File: src/rtl/elastic_fifo_thresh_pkg.sv
// Shared defaults and helpers for the parametrised elastic FIFO.
package elastic_fifo_pkg;

  localparam int DATA_W_DEF    = 8;
  localparam int ADDR_W_DEF    = 5;
  localparam int AF_THRESH_DEF = 28;
  localparam int AE_THRESH_DEF = 4;

  typedef struct packed {
    logic overflow;
    logic underflow;
  } err_flags_t;

  function automatic int depth_of(input int addr_w);
    return 1 << addr_w;
  endfunction

endpackage

File: src/rtl/elastic_fifo_thresh_if.sv
// Producer/consumer-facing signal bundle of the elastic FIFO.
interface elastic_fifo_thresh_if #(
  parameter int DATA_W = 8,
  parameter int ADDR_W = 5
);
  logic              wr_en;
  logic              rd_en;
  logic              flush;
  logic              clr_err;
  logic [DATA_W-1:0] data_in;
  logic [DATA_W-1:0] data_out;
  logic              buf_empty;
  logic              buf_full;
  logic              almost_empty;
  logic              almost_full;
  logic [ADDR_W:0]   counter;
  logic              overflow;
  logic              underflow;

  modport master (
    output wr_en, rd_en, flush, clr_err, data_in,
    input  data_out, buf_empty, buf_full, almost_empty, almost_full,
           counter, overflow, underflow
  );

  modport slave (
    input  wr_en, rd_en, flush, clr_err, data_in,
    output data_out, buf_empty, buf_full, almost_empty, almost_full,
           counter, overflow, underflow
  );
endinterface

File: src/rtl/fifo_mem_dp.sv
// DEPTH x DATA_W storage: synchronous write, asynchronous read.
// Latency: write visible on rdata the cycle after the write edge.
// Backpressure: none; caller gates we.
module fifo_mem_dp #(
  parameter int DATA_W = 8,
  parameter int ADDR_W = 5
) (
  input  logic              clk,
  input  logic              we,
  input  logic [ADDR_W-1:0] waddr,
  input  logic [DATA_W-1:0] wdata,
  input  logic [ADDR_W-1:0] raddr,
  output logic [DATA_W-1:0] rdata
);
  logic [DATA_W-1:0] mem [2**ADDR_W];

  always_ff @(posedge clk) begin
    if (we) mem[waddr] <= wdata;
  end

  assign rdata = mem[raddr];
endmodule

File: src/rtl/elastic_fifo_thresh.sv
// Elastic FIFO with thresholds, sticky errors and flush; FIFO_FWFT_EN selects first-word-fall-through read.
// Latency: write readable next cycle; registered read 1 cycle (0 cycles with FIFO_FWFT_EN).
// Backpressure: none; writes to a full FIFO are dropped (overflow), reads of an empty FIFO rejected (underflow).
module elastic_fifo_thresh
  import elastic_fifo_pkg::*;
#(
  parameter int DATA_W    = DATA_W_DEF,
  parameter int ADDR_W    = ADDR_W_DEF,
  parameter int AF_THRESH = AF_THRESH_DEF,
  parameter int AE_THRESH = AE_THRESH_DEF
) (
  input  logic                 clk,
  input  logic                 rst,
  elastic_fifo_thresh_if.slave bus
);
  localparam int DEPTH = depth_of(ADDR_W);
  localparam logic [ADDR_W:0]   CNT_FULL = (ADDR_W+1)'(DEPTH);
  localparam logic [ADDR_W:0]   CNT_AF   = (ADDR_W+1)'(AF_THRESH);
  localparam logic [ADDR_W:0]   CNT_AE   = (ADDR_W+1)'(AE_THRESH);
  localparam logic [ADDR_W:0]   CNT_ONE  = (ADDR_W+1)'(1);
  localparam logic [ADDR_W-1:0] PTR_ONE  = ADDR_W'(1);

  logic [ADDR_W-1:0] wr_ptr, rd_ptr;
  logic [ADDR_W:0]   count;
  logic [DATA_W-1:0] head;
  err_flags_t        err, err_nxt;
  logic              empty, full, rd_acc, wr_acc;

  assign empty  = (count == '0);
  assign full   = (count == CNT_FULL);
  assign rd_acc = bus.rd_en && !empty && !bus.flush;
  // A read in the same cycle frees a slot, so a full FIFO still takes the write.
  assign wr_acc = bus.wr_en && !bus.flush && (!full || rd_acc);

  fifo_mem_dp #(.DATA_W(DATA_W), .ADDR_W(ADDR_W)) u_mem (
    .clk   (clk),
    .we    (wr_acc),
    .waddr (wr_ptr),
    .wdata (bus.data_in),
    .raddr (rd_ptr),
    .rdata (head)
  );

  always_ff @(posedge clk or negedge rst) begin
    if (!rst) begin
      wr_ptr <= '0;
      rd_ptr <= '0;
      count  <= '0;
    end else if (bus.flush) begin
      wr_ptr <= '0;
      rd_ptr <= '0;
      count  <= '0;
    end else begin
      if (wr_acc) wr_ptr <= wr_ptr + PTR_ONE;
      if (rd_acc) rd_ptr <= rd_ptr + PTR_ONE;
      case ({wr_acc, rd_acc})
        2'b10:   count <= count + CNT_ONE;
        2'b01:   count <= count - CNT_ONE;
        default: count <= count;
      endcase
    end
  end

  // Flush leaves the error flags alone and raises no new errors itself.
  always_comb begin
    err_nxt = err;
    if (bus.clr_err) err_nxt = '0;
    if (!bus.flush) begin
      if (bus.wr_en && !wr_acc) err_nxt.overflow  = 1'b1;
      if (bus.rd_en && !rd_acc) err_nxt.underflow = 1'b1;
    end
  end

  always_ff @(posedge clk or negedge rst) begin
    if (!rst) err <= '0;
    else      err <= err_nxt;
  end

`ifdef FIFO_FWFT_EN
  assign bus.data_out = empty ? '0 : head;
`else
  logic [DATA_W-1:0] dout_q;

  always_ff @(posedge clk or negedge rst) begin
    if (!rst)           dout_q <= '0;
    else if (bus.flush) dout_q <= '0;
    else if (rd_acc)    dout_q <= head;
  end

  assign bus.data_out = dout_q;
`endif

  assign bus.buf_empty    = empty;
  assign bus.buf_full     = full;
  assign bus.almost_empty = (count <= CNT_AE);
  assign bus.almost_full  = (count >= CNT_AF);
  assign bus.counter      = count;
  assign bus.overflow     = err.overflow;
  assign bus.underflow    = err.underflow;
endmodule

File: src/flat_wrapper.sv
// flat-port wrapper written by rule: the top's interface ports become plain ports
module elastic_fifo_thresh_flat import elastic_fifo_pkg::*;
#(
  parameter int DATA_W    = DATA_W_DEF,
  parameter int ADDR_W    = ADDR_W_DEF,
  parameter int AF_THRESH = AF_THRESH_DEF,
  parameter int AE_THRESH = AE_THRESH_DEF
)
  (clk, rst, bus_wr_en, bus_rd_en, bus_flush, bus_clr_err, bus_data_in, bus_data_out, bus_buf_empty, bus_buf_full, bus_almost_empty, bus_almost_full, bus_counter, bus_overflow, bus_underflow);
  elastic_fifo_thresh_if #(.DATA_W(DATA_W), .ADDR_W(ADDR_W)) bus_i ();
  input  logic clk;
  input  logic rst;
  input wire logic [$bits(bus_i.wr_en)-1:0] bus_wr_en;
  input wire logic [$bits(bus_i.rd_en)-1:0] bus_rd_en;
  input wire logic [$bits(bus_i.flush)-1:0] bus_flush;
  input wire logic [$bits(bus_i.clr_err)-1:0] bus_clr_err;
  input wire logic [$bits(bus_i.data_in)-1:0] bus_data_in;
  output wire logic [$bits(bus_i.data_out)-1:0] bus_data_out;
  output wire logic [$bits(bus_i.buf_empty)-1:0] bus_buf_empty;
  output wire logic [$bits(bus_i.buf_full)-1:0] bus_buf_full;
  output wire logic [$bits(bus_i.almost_empty)-1:0] bus_almost_empty;
  output wire logic [$bits(bus_i.almost_full)-1:0] bus_almost_full;
  output wire logic [$bits(bus_i.counter)-1:0] bus_counter;
  output wire logic [$bits(bus_i.overflow)-1:0] bus_overflow;
  output wire logic [$bits(bus_i.underflow)-1:0] bus_underflow;
  assign bus_i.wr_en = bus_wr_en;
  assign bus_i.rd_en = bus_rd_en;
  assign bus_i.flush = bus_flush;
  assign bus_i.clr_err = bus_clr_err;
  assign bus_i.data_in = bus_data_in;
  assign bus_data_out = bus_i.data_out;
  assign bus_buf_empty = bus_i.buf_empty;
  assign bus_buf_full = bus_i.buf_full;
  assign bus_almost_empty = bus_i.almost_empty;
  assign bus_almost_full = bus_i.almost_full;
  assign bus_counter = bus_i.counter;
  assign bus_overflow = bus_i.overflow;
  assign bus_underflow = bus_i.underflow;
  elastic_fifo_thresh #(.DATA_W(DATA_W), .ADDR_W(ADDR_W), .AF_THRESH(AF_THRESH), .AE_THRESH(AE_THRESH)) u_core (.clk(clk), .rst(rst), .bus(bus_i));
endmodule
File: config.mk
export PLATFORM = sky130hd
export DESIGN_NAME = elastic_fifo_thresh_flat
export DESIGN_NICKNAME = d
export VERILOG_FILES = /design/src/rtl/elastic_fifo_thresh_pkg.sv /design/src/rtl/elastic_fifo_thresh_if.sv /design/src/rtl/fifo_mem_dp.sv /design/src/rtl/elastic_fifo_thresh.sv /design/src/flat_wrapper.sv
export SDC_FILE = /design/constraint.sdc
export NUM_CORES = 1
export LEC_CHECK = 0
export BUFFER_PORTS_ARGS = -buffer_cell sky130_fd_sc_hd__buf_2
export CELL_PAD_IN_SITES_DETAIL_PLACEMENT = 0
export CELL_PAD_IN_SITES_GLOBAL_PLACEMENT = 1
export CORE_AREA = 2 2 141 143
export CTS_BUF_LIST = sky130_fd_sc_hd__clkbuf_8
export CTS_CLUSTER_SIZE = 12
export DETAILED_ROUTE_END_ITERATION = 8
export DIE_AREA = 0 0 143 145
export PLACE_DENSITY = 0.9
export SLEW_MARGIN = 20
export SYNTH_ARGS = -nofsm -noshare
export SYNTH_HDL_FRONTEND = slang
export SYNTH_SLANG_ARGS = --single-unit
File: constraint.sdc
create_clock -name clk -period 8.36 [get_ports clk]
set_input_delay 0.836 -clock clk [delete_from_list [all_inputs] [get_ports clk]]
set_output_delay 0.836 -clock clk [all_outputs]
set_load 0.02 [all_outputs]
---- Word-level counts from Yosys, hierarchy flattened ----
Memories as Yosys holds them, arrays and structs flattened.
Index checks and enable logic that the tools add are counted.
word-level totals
  bits in registers ....................... 26
  memory bits (writable) .................. 256
  memories ................................ 1
  output and inout port bits .............. 20
operators by class
  reductions and logical operators ........ 16
  add/subtract/negate cells ............... 4
  equal/unequal tests ..................... 3
  $lt $le $gt $ge ......................... 2
  mux-type cells .......................... 14
memory list
  name              words  bits a word  read ports  clocked after memory_dff  write ports  RTL line           RTL
  u_core.u_mem.mem  32     8            1           0                         1            fifo_mem_dp.sv:15  logic [DATA_W-1:0] mem [2**ADDR_W];
operators by type and width
  operator                                                                count
  5-bit 2-to-1 mux                                                        4
  8-bit 2-to-1 mux                                                        2
  6-bit case mux with 2 select lines                                      1
  5-bit by 1-bit adder with 5-bit output (second input constant)          2
  6-bit by 1-bit adder with 6-bit output (second input constant)          1
  6-bit equality test (second input constant)                             1
  6-bit by 5-bit >= comparator with 1-bit output (second input constant)  1
  6-bit by 3-bit <= comparator with 1-bit output (second input constant)  1
  1-bit logical AND                                                       6
  6-bit zero test                                                         1
  6-bit 2-to-1 mux                                                        1
  6-bit by 1-bit subtractor with 6-bit output (second input constant)     1
  1-bit zero test                                                         5
  1-bit 2-to-1 mux                                                        4
  2-bit 2-to-1 mux                                                        2
  2-bit nonzero test                                                      2
  3-bit nonzero test                                                      1
  2-bit by 1-bit equality test with 1-bit output (second input constant)  1
  2-bit equality test (second input constant)                             1
  1-bit logical OR                                                        1

---- Longest topological paths before layout ----
Gate-level depths: netlist of the first run.
  word-level depth ........................ 10
  depth in mapped cells ................... 11
  gate-level depth less buffers ........... 11

---- Hierarchy ----
Synthesis of the first run repeated with hierarchy kept, for this count alone.
second synthesis, totals
  cell total of the unflattened synthesis .. 556
  area, all modules ....................... 11395.9 sq um
by module, submodules not included
  module               cells an instance  instances  area each (sq um)
  fifo_mem_dp          409                1          9893.2
  elastic_fifo_thresh  147                1          1502.7

---- Least setup slack after synthesis of the first run ----
Ideal clock, no wire load.
  path type ............................... register to register
  start ................................... register u_core.count[0], in the netlist u_core.bus.counter[0]
  end ..................................... register u_core.count[5], in the netlist u_core.bus.counter[5]
  period minus slack after synthesis ...... 3277 ps
  path slack .............................. 5083 ps
  stages on the path, launching flop included .. 12
  arrival ................................. 3197 ps
  buffers on the path ..................... 0
  cells stage by stage .................... dfrtp_1 or4_4 nor2_1 nand2_1 inv_1 nor3_1 ha_1 a211oi_1 o21a_1 nor3_1 or4_1 a21oi_1
on the way
  word-level cells in the longest chain between the ends .. 9
  elaborated cells on any way between the ends .. 15
  classes of those cells .................. add/sub (2); eq/ne (3); mux (2); reduce/logical (8)
RTL lines
  what                                                                                   RTL line                   RTL
  from (decl)                                                                            elastic_fifo_thresh.sv:24  logic [ADDR_W:0] count;
  from (signal assigned)                                                                 elastic_fifo_thresh.sv:57  2'b10: count <= count + CNT_ONE;
  from (signal assigned)                                                                 elastic_fifo_thresh.sv:58  2'b01: count <= count - CNT_ONE;
  from (signal assigned)                                                                 elastic_fifo_thresh.sv:59  default: count <= count;
  6-bit zero test *                                                                      elastic_fifo_thresh.sv:29  assign empty = (count == '0);
  named net bus_buf_empty                                                                flat_wrapper.sv:19         output wire logic [$bits(bus_i.buf_empty)-1:0] bus_buf_empty;
  1-bit zero test *                                                                      elastic_fifo_thresh.sv:31  assign rd_acc = bus.rd_en && !empty && !bus.flush;
  1-bit logical AND * (2 in series)                                                      elastic_fifo_thresh.sv:31
  1-bit logical OR                                                                       elastic_fifo_thresh.sv:33  assign wr_acc = bus.wr_en && !bus.flush && (!full || rd_acc);
  1-bit logical AND                                                                      elastic_fifo_thresh.sv:33
  2-bit by 1-bit equality test with 1-bit output or 2-bit equality test (tied branches)  elastic_fifo_thresh.sv:56  case ({wr_acc, rd_acc})
  6-bit case mux with 2 select lines                                                     elastic_fifo_thresh.sv:56
  6-bit 2-to-1 mux                                                                       elastic_fifo_thresh.sv:49  end else if (bus.flush) begin
The timed path passes the listed nets; every way through them passes the cells marked *.
A chain may end at the register's enable or synchronous reset.

---- Final worst setup path of the first run ----
  start ................................... register u_core.count[0], in the netlist u_core.bus.counter[0]
  end ..................................... register u_core.count[5], in the netlist u_core.bus.counter[5]
on the way
  word-level cells in the longest chain between the ends .. 9
  elaborated cells on any way between the ends .. 15
  classes of those cells .................. add/sub (2); eq/ne (3); mux (2); reduce/logical (8)
RTL lines
  what                                                                                   RTL line
  6-bit zero test                                                                        elastic_fifo_thresh.sv:29
  1-bit zero test                                                                        elastic_fifo_thresh.sv:31
  1-bit logical AND (2 in series)                                                        elastic_fifo_thresh.sv:31
  1-bit logical OR                                                                       elastic_fifo_thresh.sv:33
  1-bit logical AND                                                                      elastic_fifo_thresh.sv:33
  2-bit by 1-bit equality test with 1-bit output or 2-bit equality test (tied branches)  elastic_fifo_thresh.sv:56
  6-bit case mux with 2 select lines                                                     elastic_fifo_thresh.sv:56
  6-bit 2-to-1 mux                                                                       elastic_fifo_thresh.sv:49
Several ways; a longest one is shown, not always the timed one.

==> results by group, run 1 <==
Clock tree
  • CTS H-Tree Depth: 2
  • Clk slew on worst S/H paths: around 0.060 ns
  • CTS resizes: 0
  • CTS tree: yes
  • Sink Count: 282
  • Bufs on Longest Clock Path: 3
  • Total clock buffers created by CTS: between 40 and 50
  • Hold buffer count at cts: 0
  • Root Driver: clkbuf_8
  • Post-CTS Setup Bufs: 0
  • Clock latency on the worst-skew pair: between 0.5 and 0.6 ns

STA
  • Worst hold margin: 0.302 ns
  • RSZ-0062 raised after global routing: no
  • Count of final setup violators: 0
  • Hold Vio Cnt, Final: 0
  • Clock skew: around 0.011 ns
  • Crit share post-route: between 40% and 50%
  • Slew @ Worst Pin: 0.905 ns
  • Rel. slew slack: slightly below 40%
  • Pins Over Slew Limit: 0
  • Setup TNS: 0 ns
  • Final min period: 3.37 ns
  • F_max: 297 MHz

Routing
  • Drt drc: 0
  • WL/cell: roughly 24 um
  • Post-Route WL: 23200 um
  • DR iter-0 viols: between 500 and 600
  • DR vias/cell: about 6.2
  • Via Count: between 6000 and 7000
  • Post-DRT Antenna Nets: 0
  • First-pass DRT Iterations: 5

Global routing
  • Vias in the first global route: roughly 6100
  • Total congestion overflow: 0
  • Total GRT Usage: a little under a quarter
  • Global-route wire length before repair: between 30000 and 40000 um
  • Initial antenna violation count: 1
  • Largest net degree at the start of global routing: 54

Power
  • VDD IR max: around 0.13 mV
  • Clock share of power: ~30%
  • PD cells: approximately 270 nW/um^2
  • Comb power frac: 20.2%
  • P_int: 0.00238 W
  • Sw Ratio: about 28%
  • Seq pwr share: between 50% and 60%
  • Net switching power of the design: between 0.0009 and 0.001 W
  • Leak: slightly above 4 nW

Synth
  • Post-synthesis register bit count: between 200 and 300
  • Yosys cell types: 49
  • Sequential area share after synthesis: between 70% and 80%
  • Top FF cell, synth: edfxtp_1
  • Gate Count Post-Synth: approximately 620
  • Syn avg cell area: about 18 sq um
  • Warnings from Yosys: 0
  • Asr flop ratio synth: ~9%
  • Post-Syn Area: approximately 11000 sq um
  • Post-synth EDFFs: between 200 and 300
  • Synthesized net count: 648

Placed design
  • Port-buffer cells: 33
  • GP Congestion: 0.836
  • DP HPWL: around 14000 um

Critical path
  • Worst EP required: 8.81 ns
  • Max FO, Critical Path: 9
  • Flop2flop setup slack: about 5.0 ns
  • Reg-to-Reg Start: u_core.bus.counter[0]$_DFFE_PN0P_
  • Reg2Reg Depth: 11
  • Setup CP Type: reg -> reg
  • Worst setup EP type: flip-flop
  • CP arrival: 3.82 ns
  • Crit Reg-Reg Endpoint: u_core.bus.counter[5]$_DFFE_PN0P_
  • Startpoint types: flip-flop

Floorplanning
  • Die height: about 150 um
  • Die Wd: around 140 um
  • Rows: 51
  • Core area: between 15000 and 20000 sq um
  • Initial core utilization: 59.1%
  • DIE AREA: ~21000 sq um
  • I/O pins: 34

Layout
  • Highest-count cells in the layout ignoring fill and taps: edfxtp_1, nor2_1, mux4_2
  • Share of layout cells above drive strength 1: between 20% and 30%
  • Layout area overhead: 9.96%
  • Most common cell after layout, fill and taps aside: edfxtp_1
  • Nets: between 600 and 700
  • Diodes inserted: 0
  • Finished Core Util: approximately 65%

Job
  • Max-Cap Viols: 0

Min path
  • Worst hold-check path type: in -> async

Outcome
  • Status: completed
critical path: stages, from the launching register on:
cell      delay (ns)
dfrtp_1         0.48
or4_4           0.63
nor2_1          0.20
nand2_1         0.10
inv_1           0.10
nor3_1          0.12
ha_1            0.32
a211oi_1        0.40
o21a_1          0.21
nor3_1          0.05
or4_1           0.49
a21oi_1         0.17
power by group through the flow:
stage	clock [W]	sequential (W)	combinational [W]
after floorplan	0	0.00166	0.000535
after global placement	0	0.00169	0.000656
after detailed placement	0	0.00170	0.000675
after CTS	0.000997	0.00167	0.000677
after global routing	0.00106	0.00168	0.000724
final	0.000982	0.00167	0.000673
metal layers:
layer	global-route usage [%]	vias to the layer above	part of all wire (%)
met5	0	-	0.056
met4	7.72	2	2.4
met3	5.28	48	8.2
met2	35.9	278	49
met1	32.6	3060	41
li1	-	2615	-
worst max-delay path by stage:
stage,start,end,depth (start not counted)
finish,u_core.bus.counter[0]$_DFFE_PN0P_,u_core.bus.counter[5]$_DFFE_PN0P_,11
global route,u_core.bus.counter[0]$_DFFE_PN0P_,u_core.bus.counter[5]$_DFFE_PN0P_,11
CTS,u_core.bus.counter[0]$_DFFE_PN0P_,u_core.bus.counter[5]$_DFFE_PN0P_,11
detailed placement,bus_flush,u_core.bus.counter[5]$_DFFE_PN0P_,9
global placement,bus_flush,u_core.bus.counter[5]$_DFFE_PN0P_,9
floorplan,u_core.bus.counter[0]$_DFFE_PN0P_,u_core.bus.counter[5]$_DFFE_PN0P_,11
flip-flops by register name, summed over array words and instances, names as in the netlist:
name / count
u_core.u_mem.mem: 256
u_core.wr_ptr: 5
u_core.bus.counter: 6
u_core.bus.underflow: 1
u_core.rd_ptr: 5
u_core.bus.data_out: 8
u_core.bus.overflow: 1
final cells by class:
type | count | area (sq um)
Tap cell | 265 | 332
Multi-Input combinational cell | 298 | 2820
Inverter | 10 | 37.5
Timing Repair Buffer | 38 | 203
Clock inverter | 33 | 144
Clock buffer | 43 | 592
Sequential cell | 282 | 8340
Fill cell | 1310 | 6740
cells by family (layout without fill, tap and decap cells):
group / count (synthesis) / in the layout / synth area share (%)
flops: 282 / 282 / 73.5
simple gates: 110 / 110 / 4.34
mux: 87 / 87 / 13.0
compound gates: 81 / 81 / 5.57
buf+inv: 44 / 124 / 1.61
fa+ha+maj: 10 / 10 / 1.17
xor+xnor: 10 / 10 / 0.772
cell usage after synthesis, types with 2 or more instances:
cell type	instances	share of area [%]
edfxtp_1	256	68
nor2_1	55	1.8
mux4_2	48	9.5
mux2i_1	34	3.0
nand2_1	27	0.89
dfrtp_1	26	5.7
clkbuf_1	22	0.73
a22oi_1	16	1.1
a211oi_1	12	0.79
a21oi_1	11	0.49
inv_1	10	0.33
ha_1	9	0.99
o22ai_1	9	0.50
a32o_1	8	0.71
buf_2	8	0.35
o221ai_1	8	0.62
xnor2_1	6	0.46
mux2_2	5	0.50
o21ai_0	5	0.22
nand3_1	4	0.18
nand3b_1	4	0.26
nor3_1	4	0.18
xor2_1	4	0.31
nor2b_1	3	0.17
buf_1	2	0.066
buf_4	2	0.13
nand2b_1	2	0.11
nand4_1	2	0.11
or3_1	2	0.11
stage by stage:
stage               std cells  worst slack, ns  cell area, sq um  total power, W
detailed placement        893             4.81             11700         0.00238
global placement          893             4.89             11700         0.00235
finish                    969             4.99             12500         0.00332
floorplan                 624             5.08             11300         0.00219
global route              969             4.70             12500         0.00347
CTS                       969             5.02             12500         0.00335
Note: power is estimated with default switching activity, not from simulation.
==> inputs of run 2 (changes only) <==
CORE_AREA = 2 2 146 148   (was 2 2 141 143)
DIE_AREA = 0 0 148 150   (was 0 0 143 145)
PLACE_DENSITY = 0.85   (was 0.9)
clock period = 3.5 ns   (was 8.36 ns; I/O delays follow)
==> run 2 against run 1 <==
Clock power is 140% higher. Core utilization decreased by 3.4 points. Count of clock-buffer cells in the layout increased by 3. Critical endpoint unchanged.
==> results by group, run 2 (synthesized netlist as in run 1, its figures left out) <==
Outcome
  • Status: completed

Clock tree
  • Post-CTS Setup Bufs: 0 (unchanged)
  • Total clock buffers created by CTS: 43 (unchanged)
  • Bufs on Longest Clock Path: 3 (unchanged)
  • Sink Count: 282 (unchanged)
  • Clk slew on worst S/H paths: 0.06 ns (about the same)
  • CTS H-Tree Depth: 2 (unchanged)
  • Root Driver: clkbuf_8
  • Clock latency on the worst-skew pair: 0.54 ns (about the same)
  • CTS tree: yes

STA
  • Slew @ Worst Pin: 0.820 ns (-0.0847 ns)
  • Count of final setup violators: 0 (unchanged)
  • Clock skew: 0.0201 ns (+0.00902 ns)
  • Rel. slew slack: 45.1% (+5.7 points)
  • Crit share post-route: 93.7% (+53 points)
  • RSZ-0062 raised after global routing: no
  • F_max: 305 MHz (+2.7%)
  • Final min period: 3.28 ns (-0.0893 ns)
  • Hold Vio Cnt, Final: 0 (unchanged)
  • Setup TNS: 0 ns (unchanged)
  • Pins Over Slew Limit: 0 (unchanged)

Floorplanning
  • DIE AREA: 22200 sq um (+7.1%)
  • Rows: 53 (+3.9%)
  • Die Wd: 148 um (+3.5%)
  • I/O pins: 34 (unchanged)
  • Die height: 150 um (+3.4%)
  • Core area: 20700 sq um (+7.7%)
  • Initial core utilization: 54.8% (-4.2 points)

Placed design
  • Port-buffer cells: 33 (unchanged)
  • DP HPWL: 14300 um (+0.86%)
  • Area after DPL: 11900 sq um (+1.8%)
  • GP Congestion: 0.875 (+4.7%)

Layout
  • Layout area overhead: 12.3%
  • Diodes inserted: 0 (unchanged)
  • Fill cells: 1472 (+12%)
  • Max reg flops: 256 (unchanged)
  • Share of layout cells above drive strength 1: 24.2% (+2.4 points)
  • Post-route design area: 12700 sq um (+2.1%)
  • Most flop-heavy register: u_core.u_mem.mem
  • Nets: 722 (+3.6%)
  • Highest-count cells in the layout ignoring fill and taps: edfxtp_1, nor2_1, mux4_2
  • Most common cell after layout, fill and taps aside: edfxtp_1

Global routing
  • Met1 Usage GRT: 31.2% (-1.4 points)
  • M3 GR Usage: 4.36% (-0.92 points)
  • Total congestion overflow: 0 (unchanged)
  • Global-route wire length before repair: 35600 um (+0.68%)
  • GR peak layer: met2
  • Met2 GRT Util: 34.3% (-1.7 points)
  • Initial antenna violation count: 0 (-1)
  • Largest net degree at the start of global routing: 39 (-28%)
  • Total GRT Usage: 21.8% (-1.2 points)
  • Vias in the first global route: 6132 (+1.0%)

Power
  • PD cells: 632 nW/um^2 (+140%)
  • VDD IR max: 0.300 mV (+120%)
  • Total Power Consumption: 0.00805 W (+140%)
  • Leak: 4.30 nW (+3.5%)

Critical path
  • Reg-to-Reg Start: u_core.bus.counter[1]$_DFFE_PN0P_
  • Crit Reg-Reg Endpoint: u_core.bus.counter[5]$_DFFE_PN0P_
  • Setup CP Type: reg -> reg
  • Worst setup EP type: flip-flop
  • Max FO, Critical Path: 7 (-2)
  • Startpoint types: flip-flop
  • Flop2flop setup slack: 0.22 ns (-4.77 ns)
  • Reg2Reg Depth: 11 (unchanged)
  • Worst EP required: 3.97 ns (-4.84 ns)
  • CP arrival: 3.75 ns (-0.07 ns)

Routing
  • Post-DRT Antenna Nets: 0 (unchanged)
  • First-pass DRT Iterations: 4 (-1)
  • DR vias/cell: 5.96 (-3.9%)
  • DR iter-0 viols: 522 (-1.5%)
  • Post-Route WL: 23200 um (about the same)
  • Via Count: 5986 (-0.28%)
  • WL/cell: 23.1 um (-3.6%)
  • Drt drc: 0 (unchanged)

Job
  • Max-Cap Viols: 0 (unchanged)

Min path
  • Worst Hold End: u_core.bus.overflow$_DFF_PN0_
  • Hold path start: bus_rd_en
  • Hold depth: 2
  • Worst hold-check path type: in -> reg
## run 2: changes by cell type in the layout (fill, tap and decap cells not counted)
cell	delta
buf_12	+2
buf_4	+21
clkbuf_8	+3
clkinv_1	+3
clkinv_2	-4
dlygate4sd3_1	+2
inv_1	-1
nor3_1	-1
nor3_2	+1
## run 2: what timing repair did
item / in CTS / in global routing
hold endpoints to repair: 27 / 0
hold buffers: 2 / 0
setup endpoints to repair: 0 / 1
gates resized for setup: 0 / 1
## run 2: worst max-delay path by stage
| stage | depth (start not counted) | endpoint | from | slack (ns) |
|---|---|---|---|---|
| final | 11 | u_core.bus.counter[5]$_DFFE_PN0P_ | u_core.bus.counter[1]$_DFFE_PN0P_ | 0.22 |
| after floorplan | 11 | u_core.bus.counter[5]$_DFFE_PN0P_ | u_core.bus.counter[0]$_DFFE_PN0P_ | 0.22 |
| after global routing | 11 | u_core.bus.counter[5]$_DFFE_PN0P_ | u_core.bus.counter[1]$_DFFE_PN0P_ | 0.008 |
| after global placement | 11 | u_core.bus.counter[5]$_DFFE_PN0P_ | u_core.bus.counter[1]$_DFFE_PN0P_ | 0.34 |
| after detailed placement | 11 | u_core.bus.counter[5]$_DFFE_PN0P_ | u_core.bus.counter[1]$_DFFE_PN0P_ | 0.26 |
| after CTS | 11 | u_core.bus.counter[5]$_DFFE_PN0P_ | u_core.bus.counter[1]$_DFFE_PN0P_ | 0.23 |
## run 2: critical path, stage by stage, from the launching register on
cell,delay [ns]
dfrtp_1,0.46
or4_4,0.60
nor2_1,0.20
nand2_1,0.10
inv_1,0.12
nor3_2,0.10
ha_1,0.31
a211oi_1,0.38
o21a_1,0.23
nor3_1,0.06
or4_1,0.51
a21oi_1,0.15
## run 2: final cells by class
type	count	area, sq um	share of cell area (%)
Inverter	10	37.5	0.295
Clock inverter	31	131	1.03
Timing Repair Buffer	63	420	3.30
Multi-Input combinational cell	298	2830	22.2
Clock buffer	46	633	4.97
Sequential cell	282	8340	65.5
Tap cell	275	344	2.70
## run 2: per-layer routing
| layer | up-vias | routed length (um) | part of all wire (%) |
|---|---|---|---|
| met2 | 260 | 11400 | 49 |
| met3 | 38 | 1730 | 7.5 |
| met1 | 3027 | 9650 | 42 |
| met5 | - | 0 | 0 |
| li1 | 2661 | - | - |
| met4 | 0 | 466 | 2.0 |
## run 2: through the flow
stage | utilization [%] | hold slack (ns) | instances | setup WS (ns)
6_report | 61.6 | 0.167 | 1005 | 0.222
5_1_grt | 61.6 | 0.167 | 1005 | 0.00781
4_1_cts | 61.5 | 0.125 | 1005 | 0.226
3_5_place_dp | 57.7 | 0.388 | 926 | 0.265
3_3_place_gp | 57.7 | 0.386 | 926 | 0.343
2_1_floorplan | - | 0.0544 | 624 | 0.223
## run 2: power by group
group	switching (W)	total [W]	internal [W]	leakage, nW
registers	0.000177	0.00394	0.00376	2.65
clock network	0.00118	0.00239	0.00121	0.449
logic	0.000889	0.00172	0.000826	1.20
total	0.00224	0.00805	0.00580	4.30
